$ cat src/rtl/warp_issue_scheduler.sv
// warp_issue_scheduler: round-robin issue of warp instructions to a shared lane array with a watchdog
module warp_issue_scheduler #(
  parameter int NUM_WARPS = 4,
  parameter int NUM_LANES = 4,
  parameter int TIMEOUT = 32,
  localparam int WID = $clog2(NUM_WARPS)
) (
  input  logic                           clk,
  input  logic                           rst,
  input  logic [NUM_WARPS-1:0]           warp_valid,
  input  logic [32*NUM_WARPS-1:0]        warp_inst,
  input  logic [NUM_LANES*NUM_WARPS-1:0] warp_mask,
  output logic [NUM_WARPS-1:0]           warp_ack,
  output logic                           la_execute,
  output logic [31:0]                    la_instruction,
  output logic [NUM_LANES-1:0]           la_lane_enable,
  input  logic                           la_ready,
  output logic                           done_valid,
  output logic [WID-1:0]                 done_warp,
  output logic                           timeout_err,
  output logic                           busy
);
  localparam int WD = $clog2(TIMEOUT + 1);
  typedef enum logic [1:0] {IDLE, ISSUE, WAIT, DONE} state_t;
  state_t state_q, state_d;
  logic [WID-1:0] rr_q, rr_d, id_q, id_d, done_warp_q, done_warp_d, pick, cand;
  logic [WD-1:0] wdog_q, wdog_d;
  logic [31:0] inst_q, inst_d;
  logic [NUM_LANES-1:0] mask_q, mask_d, pick_mask;
  logic [NUM_WARPS-1:0] ack_q, ack_d;
  logic exec_q, exec_d, done_q, done_d, tmo_q, tmo_d;
  logic grant, fin_ok, fin_to, to_done;
  always_comb begin
    pick = '0;
    cand = '0;
    for (int i = NUM_WARPS - 1; i >= 0; i--) begin
      cand = WID'((int'(rr_q) + i) % NUM_WARPS);
      pick = warp_valid[cand] ? cand : pick;
    end
    pick_mask = warp_mask[NUM_LANES*int'(pick) +: NUM_LANES];
  end
  always_comb begin
    grant = state_q == IDLE && |warp_valid;
    fin_ok = state_q == WAIT && wdog_q != WD'(1) && la_ready;
    fin_to = state_q == WAIT && !fin_ok && wdog_q == WD'(TIMEOUT);
    to_done = (state_q == ISSUE && !(|mask_q)) || fin_ok || fin_to;
    state_d = state_q;
    case (state_q)
      IDLE: state_d = grant ? ISSUE : IDLE;
      ISSUE: state_d = |mask_q ? WAIT : DONE;
      WAIT: state_d = fin_ok || fin_to ? DONE : WAIT;
      default: state_d = IDLE;
    endcase
    id_d = grant ? pick : id_q;
    inst_d = grant ? warp_inst[32*int'(pick) +: 32] : inst_q;
    mask_d = grant ? pick_mask : mask_q;
    ack_d = grant ? NUM_WARPS'(1) << pick : '0;
    exec_d = grant && |pick_mask;
    wdog_d = state_q == ISSUE && |mask_q ? WD'(1) : state_q == WAIT && !to_done ? wdog_q + WD'(1) : '0;
    done_d = to_done;
    done_warp_d = to_done ? id_q : done_warp_q;
    tmo_d = tmo_q || fin_to;
    rr_d = state_q == DONE ? (id_q == WID'(NUM_WARPS - 1) ? '0 : id_q + WID'(1)) : rr_q;
  end
  always_ff @(posedge clk) begin
    if (rst) begin
      state_q <= IDLE;
      rr_q <= '0;
      id_q <= '0;
      inst_q <= '0;
      mask_q <= '0;
      ack_q <= '0;
      exec_q <= 1'b0;
      wdog_q <= '0;
      done_q <= 1'b0;
      done_warp_q <= '0;
      tmo_q <= 1'b0;
    end else begin
      state_q <= state_d;
      rr_q <= rr_d;
      id_q <= id_d;
      inst_q <= inst_d;
      mask_q <= mask_d;
      ack_q <= ack_d;
      exec_q <= exec_d;
      wdog_q <= wdog_d;
      done_q <= done_d;
      done_warp_q <= done_warp_d;
      tmo_q <= tmo_d;
    end
  end
  assign warp_ack = ack_q;
  assign la_execute = exec_q;
  assign la_instruction = inst_q;
  assign la_lane_enable = mask_q;
  assign done_valid = done_q;
  assign done_warp = done_warp_q;
  assign timeout_err = tmo_q;
  assign busy = state_q != IDLE;
endmodule

$ cat config.mk
export PLATFORM = sky130hd
export DESIGN_NAME = warp_issue_scheduler
export DESIGN_NICKNAME = d
export VERILOG_FILES = /design/src/rtl/warp_issue_scheduler.sv
export SDC_FILE = /design/constraint.sdc
export NUM_CORES = 1
export LEC_CHECK = 0
export ABC_AREA = 1
export BUFFER_PORTS_ARGS = -buffer_cell sky130_fd_sc_hd__buf_4
export CORE_MARGIN = 1.5
export CORE_UTILIZATION = 45
export DETAILED_ROUTE_END_ITERATION = 8
export GPL_TIMING_DRIVEN = 0
export HOLD_SLACK_MARGIN = 0.06
export PLACE_DENSITY = 0.82
export SYNTH_ARGS = -nofsm -noshare
export SYNTH_HDL_FRONTEND = slang
export SYNTH_SLANG_ARGS = --single-unit
export TNS_END_PERCENT = 5
$ cat constraint.sdc
create_clock -name clk -period 1.9 [get_ports clk]
set_input_delay 0.285 -clock clk [delete_from_list [all_inputs] [get_ports clk]]
set_output_delay 0.285 -clock clk [all_outputs]
set_load 0.01 [all_outputs]
==> results_dict.tcl, run 1 <==
set metrics [dict create \
    status "finished clean" \
    yosys.area_share.simple 0.515 \
    synth_adder_area_share 0.0325 \
    clockBufferDepth 2 \
    crit_family "simple AND/OR/NAND/NOR gates" \
    stdcell_area_um2 5580 \
    worstMarginPinSlew_ns 0.492 \
    slowest_delay_ns 0.33 \
    synthTopCellsByArea "dfxtp_1 33%, nand3_1 22%, nand2_1 22%" \
    detail-route-antenna-nets 0 \
    routedWlPerCell_um 14.3 \
    fin_cells 868 \
    crit_type "reg -> reg" \
    crit_fanout 7 \
    min_period_over_period 0.984 \
    setup_viol 0 \
    synth_xor_area_frac 0.00253 \
    grt_pass1_wl_mm 19.1 \
    cts_tree "done" \
    cts-root-buf "clkbuf_8" \
    row_count 31 \
    avgSynthCellArea_um2 6.38 \
    placedCellCount 837 \
    drc_errors 0 \
    utilization 0.757 \
    maxCapViolations 0 \
    place.gp.congestion 0.874 \
    synth_top_area_frac 0.329 \
    syn_inst 543 \
    clk_pin_slew_ns 0.07 \
    nFillCells 581 \
    syn_area_um2 3470 \
    finalMaxSlewViolations 0 \
    start_util 0.470 \
    nets 925 \
    yosys-mux-area-fraction 0 \
    fp.dieH_um 90.8 \
    dpl.hpwl_mm 9.34 \
    synth_compound_area_frac 0.0296 \
    hold_violations 0 \
    arrival_ns 2.10 \
    core_area_um2 7370 \
    cp_common_cell "nand2_4" \
    place_area_um2 5050 \
    synth_top_cell_by_area "dfxtp_1" \
    critPathBufInv 5 \
    rsz0062_at_grt "true" \
    clkLatencyLatePin_ns 0.34 \
    drive_gt1_frac 0.385 \
    skew_ns 0.00241 \
    crit_chain "buf_6, inv_8, nand2_4, nand2_4, nand2_4, nand2_4, nand2_4, nand2_4, nand2_8, nand2_8, inv_8, buf_8, buf_8, nand2_1, nand3_1, nand3_1, nand2_1" \
    dr.pass1.iters 5 \
    cellLeakagePower_uw 0.00291 \
    routed_via_density 5.24 \
    ys_async_sr_fraction 0 \
    timing.final.crit_period_ns 1.87 \
    multi_input_area_um2 2140 \
    port_buffers 195 \
    area_delta_synth_final_pct 61.0 \
    cts_buffers 9 \
    critPathSlowestCell "dfxtp_2" \
    overflow 0 \
    synthFlopType "dfxtp_1" \
    worstSetupEndpointType "flip-flop" \
    powerDensity_nw_per_um2 1300 \
    required_ns 2.14 \
    regArea_um2 1140 \
    h-tree-depth 3 \
    slew-limit-headroom 0.672 \
    cts_hold_buf 0 \
    grt_max_degree 11 \
    worst_setup_path_start_kind "flip-flop" \
    antenna_found_initial 0 \
    vias 4547 \
    max_freq_ghz 0.535 \
    clock-sinks 57 \
    grt.total_usage 0.286 \
    grt_pass1_vias 4275 \
    ys_types 30 \
    setup_slack_ns 0.0313 \
    ios 197 \
    die_area_um2 8240 \
    synth_nets 703 \
    pre_cts_slack_ns -0.200 \
    synth_top_family_by_area "simple AND/OR/NAND/NOR gates" \
    n_antenna_cell 0 \
    synth_seq_cells 57 \
    yosys_warnings 0 \
    hold_path.class "in -> reg" \
    ir_worst_vdd_uv 651 \
    synth_edf_count 0 \
    routed_wl_mm 12.4 \
    ys_seq_area_frac 0.329 \
    fp.dieW_um 90.8 \
    dr.first_iter.drc_count 186 \
]
-- cells in the mapped netlist, drive strengths merged, types with 2 or more instances --
cell type / instances
nand2: 210
nand3: 157
dfxtp: 57
inv: 23
nor2: 20
buf: 19
clkbuf: 16
o21ai: 10
ha: 9
a21oi: 6
nor3: 4
nand4: 2
nor3b: 2
-- layout make-up --
cell class | count | share of cell area
multi-input combinational | 428 | 0.383
timing repair buffer | 211 | 0.290
sequential | 57 | 0.205
buffer | 35 | 0.0484
clock buffer | 9 | 0.0222
tap | 99 | 0.0222
inverter | 23 | 0.0182
clock inverter | 6 | 0.0108
-- cells in the final DEF (no fill, tap or decap), types with 2 or more instances in the layout --
cell type	instances
clkbuf_1	5
nand3_2	6
nand3_4	2
nor2_1	18
buf_4	210
nand2_4	8
dfxtp_1	55
nand4_1	2
buf_6	11
clkbuf_2	11
inv_1	19
nand2_1	187
clkbuf_16	2
nand2_2	13
clkinvlp_4	2
nor3_1	4
inv_2	2
buf_2	4
dfxtp_2	2
o21ai_0	9
ha_1	9
inv_8	2
nor3b_1	2
a21oi_1	6
nand3_1	149
clkbuf_8	9
clkinv_2	3
buf_8	3
nand2_8	2
-- metal layers --
layer  track usage  wire, um  part of all wire  vias up
li1              -         -                 -     2224
met1         0.337      4970              0.40     2083
met2         0.503      6190              0.50      208
met3        0.0631       904             0.073       32
met4         0.103       347             0.028        0
met5             0         0                 0        -
-- cell families after synthesis --
family | Yosys count
buffers and inverters | 58
XOR/XNOR | 1
flip-flops | 57
AND/OR/NAND/NOR | 399
adder cells (fa/ha/maj) | 9
AO/OA/AOI/OAI | 19
-- registers in the layout (all words and copies together) (netlist names) --
signal and cells:
la_instruction 32, wdog_q 6, la_lane_enable 4, warp_ack 4
done_warp 2, id_q 2, rr_q 2, state_q 2
done_valid 1, la_execute 1, timeout_err 1
-- timing repair --
action                                  CTS  global route
buffers inserted                          0            13
pin swaps                                 0            20
gates cloned                              0             3
endpoints found under the setup margin   37            42
resized for setup                        10            50
-- final timing paths --
path / start / end / slack, ns / cells after the start
worst min register to register: la_instruction[8] / la_instruction[8] / 0.47 / 2
worst max-delay path: rr_q[0] / la_instruction[14] / 0.03 / 17
worst min-delay path: warp_inst[85] / la_instruction[21] / 0.26 / 5
worst max register to register: rr_q[0] / la_instruction[14] / 0.03 / 17
-- stage by stage --
step | power [uW] | hold slack (ns) | TNS (ns)
floorplan | 4150 | 0.443 | 0
global placement | 5610 | 0.455 | -3.16
detailed placement | 5700 | 0.462 | -3.81
CTS | 6810 | 0.256 | 0
global route | 7790 | 0.267 | -1.48
finish | 7280 | 0.257 | 0
-- tightest hold or removal path, cell delays in order --
cell     delay (ns)
buf_4          0.08
nand2_1        0.04
nand3_1        0.05
nand3_1        0.06
nand2_1        0.05
-- power by group --
part	internal, uW	switching (uW)
Clock	590	497
Sequential	1650	274
Combinational	1890	2380
Total	4130	3160
No activity file was read; power rests on OpenSTA's default activity.
==> run 2, diff against run 1 <==
BUFFER_PORTS_ARGS = -buffer_cell sky130_fd_sc_hd__buf_2   (was -buffer_cell sky130_fd_sc_hd__buf_4)
==> run 2 against run 1 <==
Effect of this change:
- clock-buffer cell count is 2 higher
- critical path depth is 1 lower
- sequential power hardly changed
- power is 3.4% lower
- critical path type unchanged
==> results_dict.tcl, run 2 (synthesis gave the netlist of run 1 again) <==
set metrics [dict create \
    reg2reg_depth 16 \
    grt_pass1_wl_mm 18.0 \
    cell_internal_pwr_uw 3860 \
    critPathBufInv 5 \
    dr.first_iter.drc_count 223 \
    max_freq_ghz 0.527 \
    top_layer "met4" \
    crit_family "simple AND/OR/NAND/NOR gates" \
    drive_gt1_frac 0.403 \
    fp.dieH_um 90.8 \
    clock-sinks 57 \
    required_ns 2.13 \
    row_count 31 \
    met3_length_um 927 \
    cts-root-buf "clkbuf_8" \
    cts_hold_buf 0 \
    total_power_uw 7040 \
    layout_common_cells "199 x buf_2, 184 x nand2_1, 135 x nand3_1" \
    maxCapViolations 0 \
    clk_pin_slew_ns 0.07 \
    n_antenna_cell 0 \
    arrival_ns 2.13 \
    slew-limit-headroom 0.672 \
    h-tree-depth 3 \
    p_sw_uw 3180 \
    dpl.hpwl_mm 8.78 \
    fp.dieW_um 90.8 \
    holdPathEnd "la_instruction[6]" \
    core_area_um2 7370 \
    timing.final.crit_period_ns 1.90 \
    status "finished clean" \
    hold-worst-slack_ns 0.256 \
    rsz0062_at_grt "true" \
    power.share.clock 0.139 \
    comb_power_share 0.589 \
    cts_buffers 9 \
    die_area_um2 8240 \
    ir_worst_vdd_uv 638 \
    timing.rr.end "la_instruction[4]" \
    skew_ns 0.00648 \
    grt.total_usage 0.273 \
    worstSetupEndpointType "flip-flop" \
    seq_power_share 0.272 \
    cts_tree "done" \
    crit_fanout 7 \
    finalSetupTns_ns 0 \
    routedWlPerCell_um 14.0 \
    hold_violations 0 \
    clkLatencyLatePin_ns 0.34 \
    grt_max_degree 11 \
    finalMaxSlewViolations 0 \
    area_delta_synth_final_pct 49.6 \
    pre_cts_slack_ns -0.224 \
    overflow 0 \
    powerDensity_nw_per_um2 1360 \
    cellLeakagePower_uw 0.00281 \
    ios 197 \
    dr.pass1.iters 5 \
    setup_viol 0 \
    worst_setup_path_start_kind "flip-flop" \
    largest_register_ffs 32 \
    antenna_found_initial 0 \
    nets 925 \
    met1_length_mm 4.85 \
    crit_chain "buf_6, inv_8, nand2_2, nand2_2, nand2_2, nand2_2, nand2_4, nand3_4, nand2_8, inv_8, buf_12, clkbuf_16, nand2_1, nand3_1, nand3_1, nand2_1" \
    detail-route-antenna-nets 0 \
    routed_via_density 5.22 \
    crit_type "reg -> reg" \
    switching_share 0.452 \
    start_util 0.470 \
    slowest_delay_ns 0.33 \
    setup_slack_ns 0.00416 \
    routed_wl_mm 12.2 \
    holdCritStartpoint "warp_inst[70]" \
    critPathSlowestCell "dfxtp_2" \
    wl_met2_mm 6.12 \
    clockBufferDepth 2 \
    place.gp.congestion 0.846 \
    layout_commonest_cell "buf_2" \
    reg2reg_setup_slack_ns 0.004 \
    drc_errors 0 \
    port_buffers 195 \
    worstMarginPinSlew_ns 0.492 \
    min_period_over_period 0.998 \
    timing.rr.start "rr_q[0]" \
    grt_pass1_vias 3969 \
    hold_path.class "in -> reg" \
    vias 4532 \
    whs_path_depth 5 \
    cp_common_cell "nand2_2" \
]
## run 2: cell types whose count changed in the layout (fill, tap and decap cells not counted), sizes merged
cell / before / now
buf: 228 / 227
bufinv: 1 / 0
clkinv: 3 / 4
clkbuf: 27 / 30
clkinvlp: 2 / 0
## run 2: layout make-up
| cell class | count | area (um^2) |
|---|---|---|
| tap | 99 | 124 |
| sequential | 57 | 1140 |
| buffer | 35 | 300 |
| fill | 628 | 2190 |
| timing repair buffer | 211 | 1160 |
| clock buffer | 11 | 141 |
| clock inverter | 4 | 20.0 |
| inverter | 23 | 101 |
| multi-input combinational | 428 | 2200 |
## run 2: tightest hold or removal path, delay by kind of cell
kind	cells	cell delay, ns
and+or+nand+nor	4	0.20
buffers and inverters	1	0.08
## run 2: per-layer routing
metal,track usage,vias to the layer above
met2,0.472,225
li1,-,2222
met4,0.110,0
met1,0.329,2057
met3,0.0530,28
met5,0,-
## run 2: repair_timing
| action | 4_1_cts | 5_1_grt |
|---|---|---|
| gates resized for setup | 12 | 67 |
| endpoints found under the setup margin | 38 | 43 |
| pin swaps | 1 | 28 |
| cloned | 0 | 4 |
| buffers inserted | 0 | 12 |
| endpoints found under the hold margin | 0 | 0 |
## run 2: power by group through the flow
stage,combinational [uW],sequential (uW),clock [uW]
final,4140,1910,979
after detailed placement,3450,1920,0
after global placement,3370,1910,0
after global routing,4560,1960,1040
after CTS,3480,1900,984
after floorplan,2070,2080,0
## run 2: metrics by stage
stage	cell area [um^2]	cells	util
finish	5180	868	0.703
global route	5180	868	0.703
CTS	4750	852	0.644
detailed placement	4570	837	0.620
global placement	4570	837	0.620
floorplan	3470	543	-
## run 2: how the worst max path moves through the flow
stage	startpoint	to	slack (ns)	depth (start not counted)
final	rr_q[0]	la_instruction[4]	0.004	16
after floorplan	rr_q[0]	la_instruction[10]	0.25	16
after detailed placement	state_q[0]	la_instruction[27]	-0.22	9
after global routing	rr_q[0]	la_execute	-0.13	16
after CTS	rr_q[0]	la_instruction[14]	-0.003	16
after global placement	state_q[0]	la_instruction[25]	-0.19	9
==> run 3, diff against run 2 <==
==> constraint.sdc (replaced) <==
create_clock -name clk -period 1.9 [get_ports clk]
set_input_delay 0.095 -clock clk [delete_from_list [all_inputs] [get_ports clk]]
set_output_delay 0.095 -clock clk [all_outputs]
set_load 0.01 [all_outputs]
==> run 3 against run 2 <==
Effect of this change:
- global-route usage is 0.34 points higher
- largest power group unchanged
- non-clock buffer count is 5 higher
- sequential cell count stayed put
- sequential power hardly changed
==> results_dict.tcl, run 3 (synthesis gave the netlist of run 1 again) <==
set metrics [dict create \
    dpl.hpwl_mm 8.78 \
    grt_max_degree 11 \
    fin_cells 873 \
    setup_slack_ns 0.00292 \
    regArea_um2 1140 \
    nFillCells 626 \
    place.gp.congestion 0.846 \
    finalMaxSlewViolations 0 \
    met3_length_um 919 \
    die_area_um2 8240 \
    status "finished clean" \
    row_count 31 \
    multi_input_area_um2 2230 \
    cts_tree "done" \
    layout_common_cells "200 x buf_2, 175 x nand2_1, 136 x nand3_1" \
    setup_viol 0 \
    vias 4580 \
    crit_fanout 10 \
    grt_pass1_wl_mm 18.2 \
    routed_wl_mm 12.2 \
    cts_buffers 9 \
    worstSetupEndpointType "flip-flop" \
    grt_pass1_vias 4026 \
    grt.total_usage 0.276 \
    crit_type "reg -> reg" \
    max_freq_ghz 0.527 \
    largest_register_ffs 32 \
    drc_errors 0 \
    fp.dieH_um 90.8 \
    hold_path.class "in -> reg" \
    overflow 0 \
    start_util 0.470 \
    ir_worst_vdd_uv 634 \
    detail-route-antenna-nets 0 \
    timing.final.crit_period_ns 1.90 \
    clockBufferDepth 2 \
    fp.dieW_um 90.8 \
    core_area_um2 7370 \
    maxCapViolations 0 \
    powerDensity_nw_per_um2 1350 \
    cellLeakagePower_uw 0.00284 \
    worstMarginPinSlew_ns 0.519 \
    utilization 0.716 \
    area_delta_synth_final_pct 52.2 \
    routed_via_density 5.25 \
    dr.pass1.iters 5 \
    hold-worst-slack_ns 0.0706 \
    met1_length_mm 4.86 \
    dr.first_iter.drc_count 195 \
    layout_commonest_cell "buf_2" \
    wl_met2_mm 6.14 \
    slew-limit-headroom 0.654 \
    ios 197 \
    required_ns 2.13 \
    worst_setup_path_start_kind "flip-flop" \
    clk_pin_slew_ns 0.06 \
    min_period_over_period 0.998 \
    clock-sinks 57 \
    skew_ns 0.00881 \
    drive_gt1_frac 0.413 \
    cts-root-buf "clkbuf_8" \
    rsz0062_at_grt "true" \
    clkLatencyLatePin_ns 0.34 \
    nets 930 \
    placedCellCount 837 \
    pre_cts_slack_ns -0.224 \
    arrival_ns 2.12 \
    h-tree-depth 3 \
    hold_violations 0 \
    antenna_found_initial 0 \
    routedWlPerCell_um 14.0 \
    top_layer "met4" \
    port_buffers 195 \
    n_antenna_cell 0 \
]
## run 3: cell types whose count changed in the layout (fill, tap and decap cells not counted), sizes merged
cell,before,now
buf,227,228
dlygate4sd3,0,4
## run 3: final timing paths
| path | cells past startpoint | slack [ns] | to | start |
|---|---|---|---|---|
| worst max-delay path | 15 | 0.003 | la_instruction[20] | rr_q[0] |
| worst min-delay path | 5 | 0.07 | la_instruction[5] | warp_inst[69] |
| worst max register to register | 15 | 0.003 | la_instruction[20] | rr_q[0] |
| worst min register to register | 2 | 0.47 | la_instruction[31] | la_instruction[31] |
## run 3: layout make-up
| cell class | count | share of cell area |
|---|---|---|
| buffer | 35 | 0.0557 |
| inverter | 23 | 0.0192 |
| clock inverter | 4 | 0.00380 |
| clock buffer | 11 | 0.0268 |
| tap | 99 | 0.0235 |
| multi-input combinational | 428 | 0.422 |
| sequential | 57 | 0.217 |
| timing repair buffer | 216 | 0.232 |
## run 3: where the power goes
part | total [uW] | switching [uW] | leakage, uW | internal, uW
logic | 4220 | 2460 | 0.00228 | 1760
clock network | 971 | 479 | 0.0000887 | 492
registers | 1910 | 265 | 0.000469 | 1650
total | 7100 | 3200 | 0.00284 | 3900
## run 3: metrics by stage
| stage | power, uW | TNS [ns] | area [um^2] |
|---|---|---|---|
| 2_1_floorplan | 4150 | 0 | 3470 |
| 3_3_place_gp | 5270 | -3.65 | 4570 |
| 3_5_place_dp | 5360 | -5.35 | 4570 |
| 4_1_cts | 6380 | -0.00302 | 4790 |
| 5_1_grt | 7630 | -2.68 | 5280 |
| 6_report | 7100 | 0 | 5280 |
## run 3: critical path: stages, from the launching register on
cell	delay (ns)
dfxtp_2	0.32
buf_6	0.13
inv_8	0.06
nand2_2	0.05
nand2_2	0.08
nand2_2	0.07
nand2_2	0.09
nand2_4	0.07
nand3_4	0.16
nand2_8	0.10
buf_8	0.15
buf_6	0.14
nand2_1	0.06
nand3_1	0.12
nand3_2	0.11
nand2_1	0.06
## run 3: what timing repair did
item                                    4_1_cts  5_1_grt
pin swaps                                     1       30
hold buffers                                  4        0
cloned                                        0        5
resized for setup                            12       77
endpoints found under the hold margin         4        0
buffers inserted                              0       12
endpoints found under the setup margin       38       43
## run 3: layer usage
metal  global-route usage  vias up
li1                     -     2236
met1                0.334     2067
met2                0.478      250
met3               0.0522       27
met4                0.112        0
met5                    0        -
